## config.mk

```make
export PLATFORM = sky130hd
export DESIGN_NAME = regbank_banco_multiport
export DESIGN_NICKNAME = d
export VERILOG_FILES = /design/src/rtl/regbank_pkg.sv /design/src/rtl/regbank_scoreboard.sv /design/src/rtl/regbank_banco_multiport.sv
export SDC_FILE = /design/constraint.sdc
export NUM_CORES = 2
export LEC_CHECK = 0
export BUFFER_PORTS_ARGS = -buffer_cell sky130_fd_sc_hd__buf_4
export CAP_MARGIN = 20
export CORE_AREA = 2 2 323 325
export CTS_BUF_LIST = sky130_fd_sc_hd__clkbuf_4
export CTS_CLUSTER_DIAMETER = 150
export CTS_CLUSTER_SIZE = 30
export DETAILED_ROUTE_END_ITERATION = 8
export DIE_AREA = 0 0 325 327
export GPL_TIMING_DRIVEN = 0
export PLACE_DENSITY = 0.71
export SYNTH_ARGS = -nofsm -noshare
export SYNTH_HDL_FRONTEND = slang
export SYNTH_SLANG_ARGS = --single-unit
```

## constraint.sdc

```tcl
create_clock -name clock -period 4.5 [get_ports clock]
set_clock_uncertainty 0.15 [all_clocks]
set_input_delay 0.45 -clock clock [delete_from_list [all_inputs] [get_ports clock]]
set_output_delay 0.45 -clock clock [all_outputs]
set_load 0.03 [all_outputs]
```

## src/rtl/regbank_pkg.sv

```systemverilog
// Shared constants and bus-slicing helper for the multiport register bank.
package regbank_pkg;

  localparam int DEF_DATA_W  = 32;
  localparam int DEF_ADDR_W  = 5;
  localparam int ZERO_IDX    = 0;
  localparam int MAX_SLICE_W = 64;
  localparam int MAX_PORTS   = 4;
  localparam int MAX_BUS_W   = MAX_PORTS * MAX_SLICE_W;

  // Returns field k of width w from a flattened bus; caller truncates to w.
  function automatic logic [MAX_SLICE_W-1:0] getSlice(input logic [MAX_BUS_W-1:0] bus,
                                                      input int k, input int w);
    logic [MAX_BUS_W-1:0] shifted;
    shifted = bus >> (k * w);
    return shifted[MAX_SLICE_W-1:0];
  endfunction

endpackage

```

## src/rtl/regbank_scoreboard.sv

```systemverilog
// Per-register busy bits: a reservation sets, a writeback clears, set wins on collision.
module regbank_scoreboard
  import regbank_pkg::*;
#(
  parameter int ADDR_W   = DEF_ADDR_W,
  parameter int ZERO_REG = 1
) (
  input  logic                 clock,
  input  logic                 reset_n,
  input  logic                 setEn,
  input  logic [ADDR_W-1:0]    setIdx,
  input  logic                 clrEn,
  input  logic [ADDR_W-1:0]    clrIdx,
  output logic [2**ADDR_W-1:0] busy
);

  always_ff @(posedge clock) begin
    if (!reset_n) begin
      busy <= '0;
    end else begin
      if (clrEn) busy[clrIdx] <= 1'b0;
      // Applied after the clear so a new producer supersedes the retiring one.
      if (setEn) busy[setIdx] <= 1'b1;
      if (ZERO_REG != 0) busy[ZERO_IDX] <= 1'b0;
    end
  end

endmodule

```

## src/rtl/regbank_banco_multiport.sv

```systemverilog
// Multiport register bank with busy scoreboard and optional zero register.
// Optional write-to-read forwarding is enabled by defining REGBANK_BYPASS_EN.
module regbank_banco_multiport
  import regbank_pkg::*;
#(
  parameter int DATA_W   = DEF_DATA_W,
  parameter int ADDR_W   = DEF_ADDR_W,
  parameter int NUM_READ = 2,
  parameter int ZERO_REG = 1
) (
  input  logic                       clock,
  input  logic                       reset_n,
  input  logic                       regWrite,
  input  logic [ADDR_W-1:0]          writeReg,
  input  logic [DATA_W-1:0]          writeData,
  input  logic [NUM_READ*ADDR_W-1:0] readReg,
  output logic [NUM_READ*DATA_W-1:0] readData,
  output logic [NUM_READ-1:0]        readBusy,
  input  logic                       reserveEn,
  input  logic [ADDR_W-1:0]          reserveReg,
  output logic                       anyBusy
);

  localparam int DEPTH = 2**ADDR_W;

  logic [DATA_W-1:0] mem [DEPTH];
  logic [DEPTH-1:0]  busyVec;
  logic [ADDR_W-1:0] idx;
  logic              isZero;
  logic              writeToZero;

  assign writeToZero = (ZERO_REG != 0) && (writeReg == ADDR_W'(ZERO_IDX));

  always_ff @(posedge clock) begin
    if (!reset_n) begin
      for (int i = 0; i < DEPTH; i++) mem[i] <= '0;
    end else if (regWrite && !writeToZero) begin
      mem[writeReg] <= writeData;
    end
  end

  regbank_scoreboard #(
    .ADDR_W   (ADDR_W),
    .ZERO_REG (ZERO_REG)
  ) uScoreboard (
    .clock   (clock),
    .reset_n (reset_n),
    .setEn   (reserveEn),
    .setIdx  (reserveReg),
    .clrEn   (regWrite),
    .clrIdx  (writeReg),
    .busy    (busyVec)
  );

  assign anyBusy = |busyVec;

  always_comb begin
    readData = '0;
    readBusy = '0;
    idx      = '0;
    isZero   = 1'b0;
    for (int k = 0; k < NUM_READ; k++) begin
      idx    = ADDR_W'(getSlice(MAX_BUS_W'(readReg), k, ADDR_W));
      isZero = (ZERO_REG != 0) && (idx == ADDR_W'(ZERO_IDX));
      readData[k*DATA_W +: DATA_W] = isZero ? '0 : mem[idx];
      readBusy[k] = busyVec[idx];
`ifdef REGBANK_BYPASS_EN
      // Forward only when no new producer is claiming the same register this cycle.
      if (regWrite && (writeReg == idx) && !isZero && !(reserveEn && (reserveReg == idx))) begin
        readData[k*DATA_W +: DATA_W] = writeData;
        readBusy[k] = 1'b0;
      end
`endif
    end
  end

endmodule
```

Word level (Yosys, flattened, before mapping)
Memory sizes are Yosys's and may differ from the RTL's.
Cells that the tools add are included.

storage, ports and cells
  output and inout port bits = 67
  memory bits (read-only) = 0
  memory bits (writable) = 1,024
  bits in registers = 32
  logic and storage cells = 41
  memories kept = 1
  bits in latches = 0
  input port bits = 56

operators by class
  add/subtract/negate cells = 0
  reduce and logical (&&, ||, !) cells = 9
  bitwise logic cells = 3
  multipliers = 0
  $lt $le $gt $ge = 6
  div/mod/pow operators = 0
  multiplexer cells = 20
  equality and inequality tests = 0
  shift operators = 0

memories
  name  depth  bits a word  rd ports  clocked after Yosys merged registers in  wr ports  RTL line                       text
  mem   32     32           2         0                                        32        regbank_banco_multiport.sv:26  logic [DATA_W-1:0] mem [DEPTH];

operators with widths
  operator              count
  $mux W32              6
  $reduce_or A32 Y1     2
  $and A32 B32 Y32      1
  $not A32 Y32          1
  $or A32 B32 Y32       1
  $lt A5 B6 Y1 const B  4
  $logic_not A5 Y1      3
  $bmux W1 S5           2
  $demux W1 S5          2
  $ge A5 B1 Y1 const B  2
  $mux W1               9
  $mux W5               1
  $logic_and A1 B1 Y1   3
  $logic_not A1 Y1      1

Depth between registers and ports, before layout
  depth in word-level cells = 10
  gate-level depth with buffers = 8
  gate-level depth less buffers = 4

By module
Synthesis repeated with hierarchy kept, for this count alone.

second synthesis, totals
  cell total of the unflattened synthesis = 3,931
  area total of the unflattened synthesis = 56,580.5 um2

by module, submodules not included
  module                   seq. area each (um2)  instances  cells each  area an instance (um2)
  regbank_banco_multiport  30,749.5              1          3,797       55,283.0
  regbank_scoreboard       620.6                 1          134         1,297.5

Least setup slack after synthesis
No wires, ideal clock.

  path type = input -> register
  from = input reset_n
  to = memory mem[14][0] (netlist name) (enable)
  stages on the path = 4
  data arrival time = 3.439 ns
  library setup time = 0.466 ns
  slack = 0.445 ns
  buffers on the path = 2
  required time = 3.884 ns
  path through = clkbuf_1 nand4b_1 clkbuf_1 o21ai_0

RTL lines
  what                RTL line                       text
  start: declaration  regbank_banco_multiport.sv:12  input logic reset_n,
  end: declaration    regbank_banco_multiport.sv:26

Worst setup path after layout
  from = input readReg[1]
  to = output readData[8]

on the way
  word-level cells in the longest chain between the ends = 2
  elaborated cells on any way between the ends = 3
  classes of those cells = 1 x mux; 1 x reduce/logical; 1 x memory

ends and longest elaborated chain
  what                                                        RTL line                       text
  start: declaration                                          regbank_banco_multiport.sv:16  input logic [NUM_READ*ADDR_W-1:0] readReg,
  $mem_v2 Z32 W32 / $logic_not A5 Y1 (equally long branches)  n/a
  $mux W32 (*)                                                regbank_banco_multiport.sv:65  readData[k*DATA_W +: DATA_W] = isZero ? '0 : mem[idx];
  end: declaration                                            regbank_banco_multiport.sv:17  output logic [NUM_READ*DATA_W-1:0] readData,

Mark *: on every way between the ends. The rest lies on a longest branch, timed or not.

==> impl_results.md <==
- Status: finished, violations left
- Failing checks: setup timing
- Leak pwr: approximately 21 nW
- Post-CTS Setup Bufs: 0
- Relative slew slack: ~22%
- Commonest non-fill, non-tap cells in the layout: edfxtp_1 (1024), and2_1 (994), mux4_2 (466)
- Post-synth top area cell: edfxtp_1
- Most common cell after layout, fill and taps aside: edfxtp_1
- FF+latch area: approximately 0.031 mm2
- Initial core utilization: a little over half
- Post-Synth Simple-Gate Area: 13.1%
- Critical path's largest stage delay: ~850 ps
- Vias: around 39000
- Number of fill cells: 7863
- CP Buf/Inv Count: 5
- Worst path top cell family by delay: buffers and inverters
- Final min period: 4680 ps
- CTS Buf Count: 41
- Tot GR Track Use: between 30 and 40%
- Synth top area share: between 50% and 60%
- Crit-path max FO: 10
- Sequential share of the synthesized area: 55.9%
- Crit end category: output port
- Pwr Total: approximately 0.019 W
- CP cell instances: buf_4 -> buf_2 -> clkbuf_4 -> buf_4 -> mux4_2 -> a211oi_1 -> a311oi_1 -> buf_4
- Vias/cell: around 7.1
- Grt total ovfl: 0
- First-pass GRT wire length: between 200000 and 300000 um
- Max Cap Viol: 0
- Setup slack, reg-to-reg: 2970 ps
- Initial antenna violation count: 9
- Area delta synth->final: 9.73%
- Hold Fails Final Rpt: 0
- Die Span Y: between 300 and 400 um
- Avg WL per Cell: around 38 um
- Met2 GRT Util: 57.4%
- GPL Wtd Cong: approximately 1.1
- Rows: ~120
- Largest family of logic cells by synthesized area: multiplexers
- First-pass DRT Iterations: 6
- Seq cells post-synth: roughly 1100
- Syn Area/Cell: 14.7 um2
- Peak supply drop: 0.299 mV
- I/O Buffers: 112
- Ports: approximately 120
- Top cell by count, worst path: buf_4
- Root Buffer: clkbuf_4
- Distinct cell type count after synthesis: 39
- Final WS setup: -184 ps
- YS warnings: 0
- Mapped Area: approximately 0.056 mm2
- Post-route DRC: 0
- DRC marker count from the first detailed-route iteration: 6818
- Layout cells sized above 1: between 20% and 30%
- CP max stage cell: a211oi_1
- Startpoint Class: input port
- Tcrit/Tclk final: 104%
- Hpwl dp: between 150000 and 200000 um
- Clock-pin transition on the worst setup and hold timing paths: 330 ps
- RSZ-0062 raised after global routing: false
- Die area: roughly 0.11 mm2
- Number of H-tree levels: 2
- Hold crit path type: in2reg
- Met3 Use GR: 12.3%
- Fin. max-slew vios: 0
- Clock Path Buffers: 3
- Adder-Cell Fraction of Synth Area: 0%
- Ranking of synthesized cells by area: edfxtp_1 (55%), mux4_2 (19%), and2_1 (11%)
- Post-Synth XOR/XNOR Area: 0%
- Routed Wire Length: about 210000 um
- Setup violators final: 18
- Clk_lat worst skew: between 1000 and 1500 ps
- CTS tree: done
- Worst EP required: 3900 ps
- FMAX: 213 MHz
- GR peak layer: met2
- Critical path type: in2out
- Multiplexer share of the synthesized area: roughly 22%
- Synthesized netlist cell count: around 3800
- Power per cell area: between 300 and 400 mW/mm2
- Met1 Usage GRT: 52.4%
- Vias in the first global route: 38000
- Largest net degree at the start of global routing: between 40 and 50
- Post-layout util: around three fifths
- Compound-Gate Fraction of Synth Area: 5.55%
- Nets: approximately 4200
- Area of the multi-input gates: 0.0236 mm2
- Worst-Margin Slew: 1170 ps
- Width of the die: 325 um
- CTS sink cnt: 1055
- ANT nets after route: 0
- Core footprint: around 0.10 mm2
- WP data arrival: roughly 4100 ps
-- cell type report --
| cell class | instances | share of cell area (%) |
|---|---|---|
| Clock inverter | 2 | 0.0549 |
| Antenna cell | 12 | 0.0488 |
| Multi-Input combinational cell | 2370 | 38.4 |
| Sequential cell | 1055 | 50.9 |
| Tap cell | 1380 | 2.80 |
| Buffer | 420 | 2.88 |
| Clock buffer | 58 | 0.707 |
| Timing Repair Buffer | 228 | 4.14 |
| Inverter | 3 | 0.0183 |
-- cells by family after synthesis --
group | count (synthesis)
AO/OA/AOI/OAI | 460
buffers and inverters | 423
flip-flops | 1055
multiplexers | 662
other | 1
AND/OR/NAND/NOR | 1216
-- cells in the mapped netlist --
library cell	number
o21ai_0	171
nor3b_1	4
nand2b_1	2
and2_1	994
or2_2	3
a21oi_1	30
and3_1	2
nand3b_1	5
inv_1	3
buf_4	8
edfxtp_1	1024
nor4_1	7
dfxtp_1	31
nand3_1	2
or3_1	1
and3b_1	2
buf_2	95
a22oi_1	65
conb_1	1
and4_1	1
nand2_1	71
buf_1	5
nor2b_1	68
or4_1	3
o2111ai_1	17
nand4_1	3
o2bb2ai_1	2
a311oi_1	64
clkbuf_1	310
buf_6	2
nor3_1	1
a221oi_1	47
or3b_2	1
mux4_2	466
a211oi_1	64
mux2i_1	130
nand4b_1	2
nor2_1	44
mux2_2	66
-- power breakdown --
part           switching (W)  total, W  internal (W)  leakage (nW)
logic                0.00219   0.00352       0.00134          10.4
registers           0.000272    0.0116        0.0113          10.0
clock network        0.00299   0.00357      0.000589         0.283
-- worst min-delay path: stages --
cell and delay, ps:
dlygate4sd3_1 530, buf_4 120, and2_1 110
-- worst paths after layout --
path,from,to,cells past startpoint
worst max-delay path,readReg[1],readData[8],8
worst min-delay path,writeData[5],mem[4][5],3
worst max register to register,uScoreboard.busy[19],uScoreboard.busy[19],3
worst min register to register,uScoreboard.busy[17],uScoreboard.busy[17],2
-- sequential cells by signal, indices dropped and copies added (netlist names) --
signal and cells:
mem 1024, uScoreboard.busy 31
-- timing repair --
item | CTS | global route
endpoints found under the hold margin | 878 | 0
hold buffers | 57 | 0
setup endpoints to repair | 44 | 31
pin swaps | 1 | 2
gates resized for setup | 21 | 34
-- routing by layer --
layer / share of wire [%] / vias up
met4: 8.2 / 8
met3: 14 / 651
li1: - / 15300
met2: 43 / 3489
met5: 0.065 / -
met1: 35 / 19700
-- through the flow --
stage	hold WS [ps]	instances	TNS (ps)	setup WS [ps]	instance area (um2)
finish	48.1	5528	-979	-184	61600
global placement	343	5340	-2649070	-3230	58800
global route	76.5	5519	0	8.47	61600
CTS	37.5	5504	0	1.97	61300
detailed placement	349	5387	-7900	-419	60200
floorplan	318	3848	0	445	56200
Power figures use the tool's default switching activity.
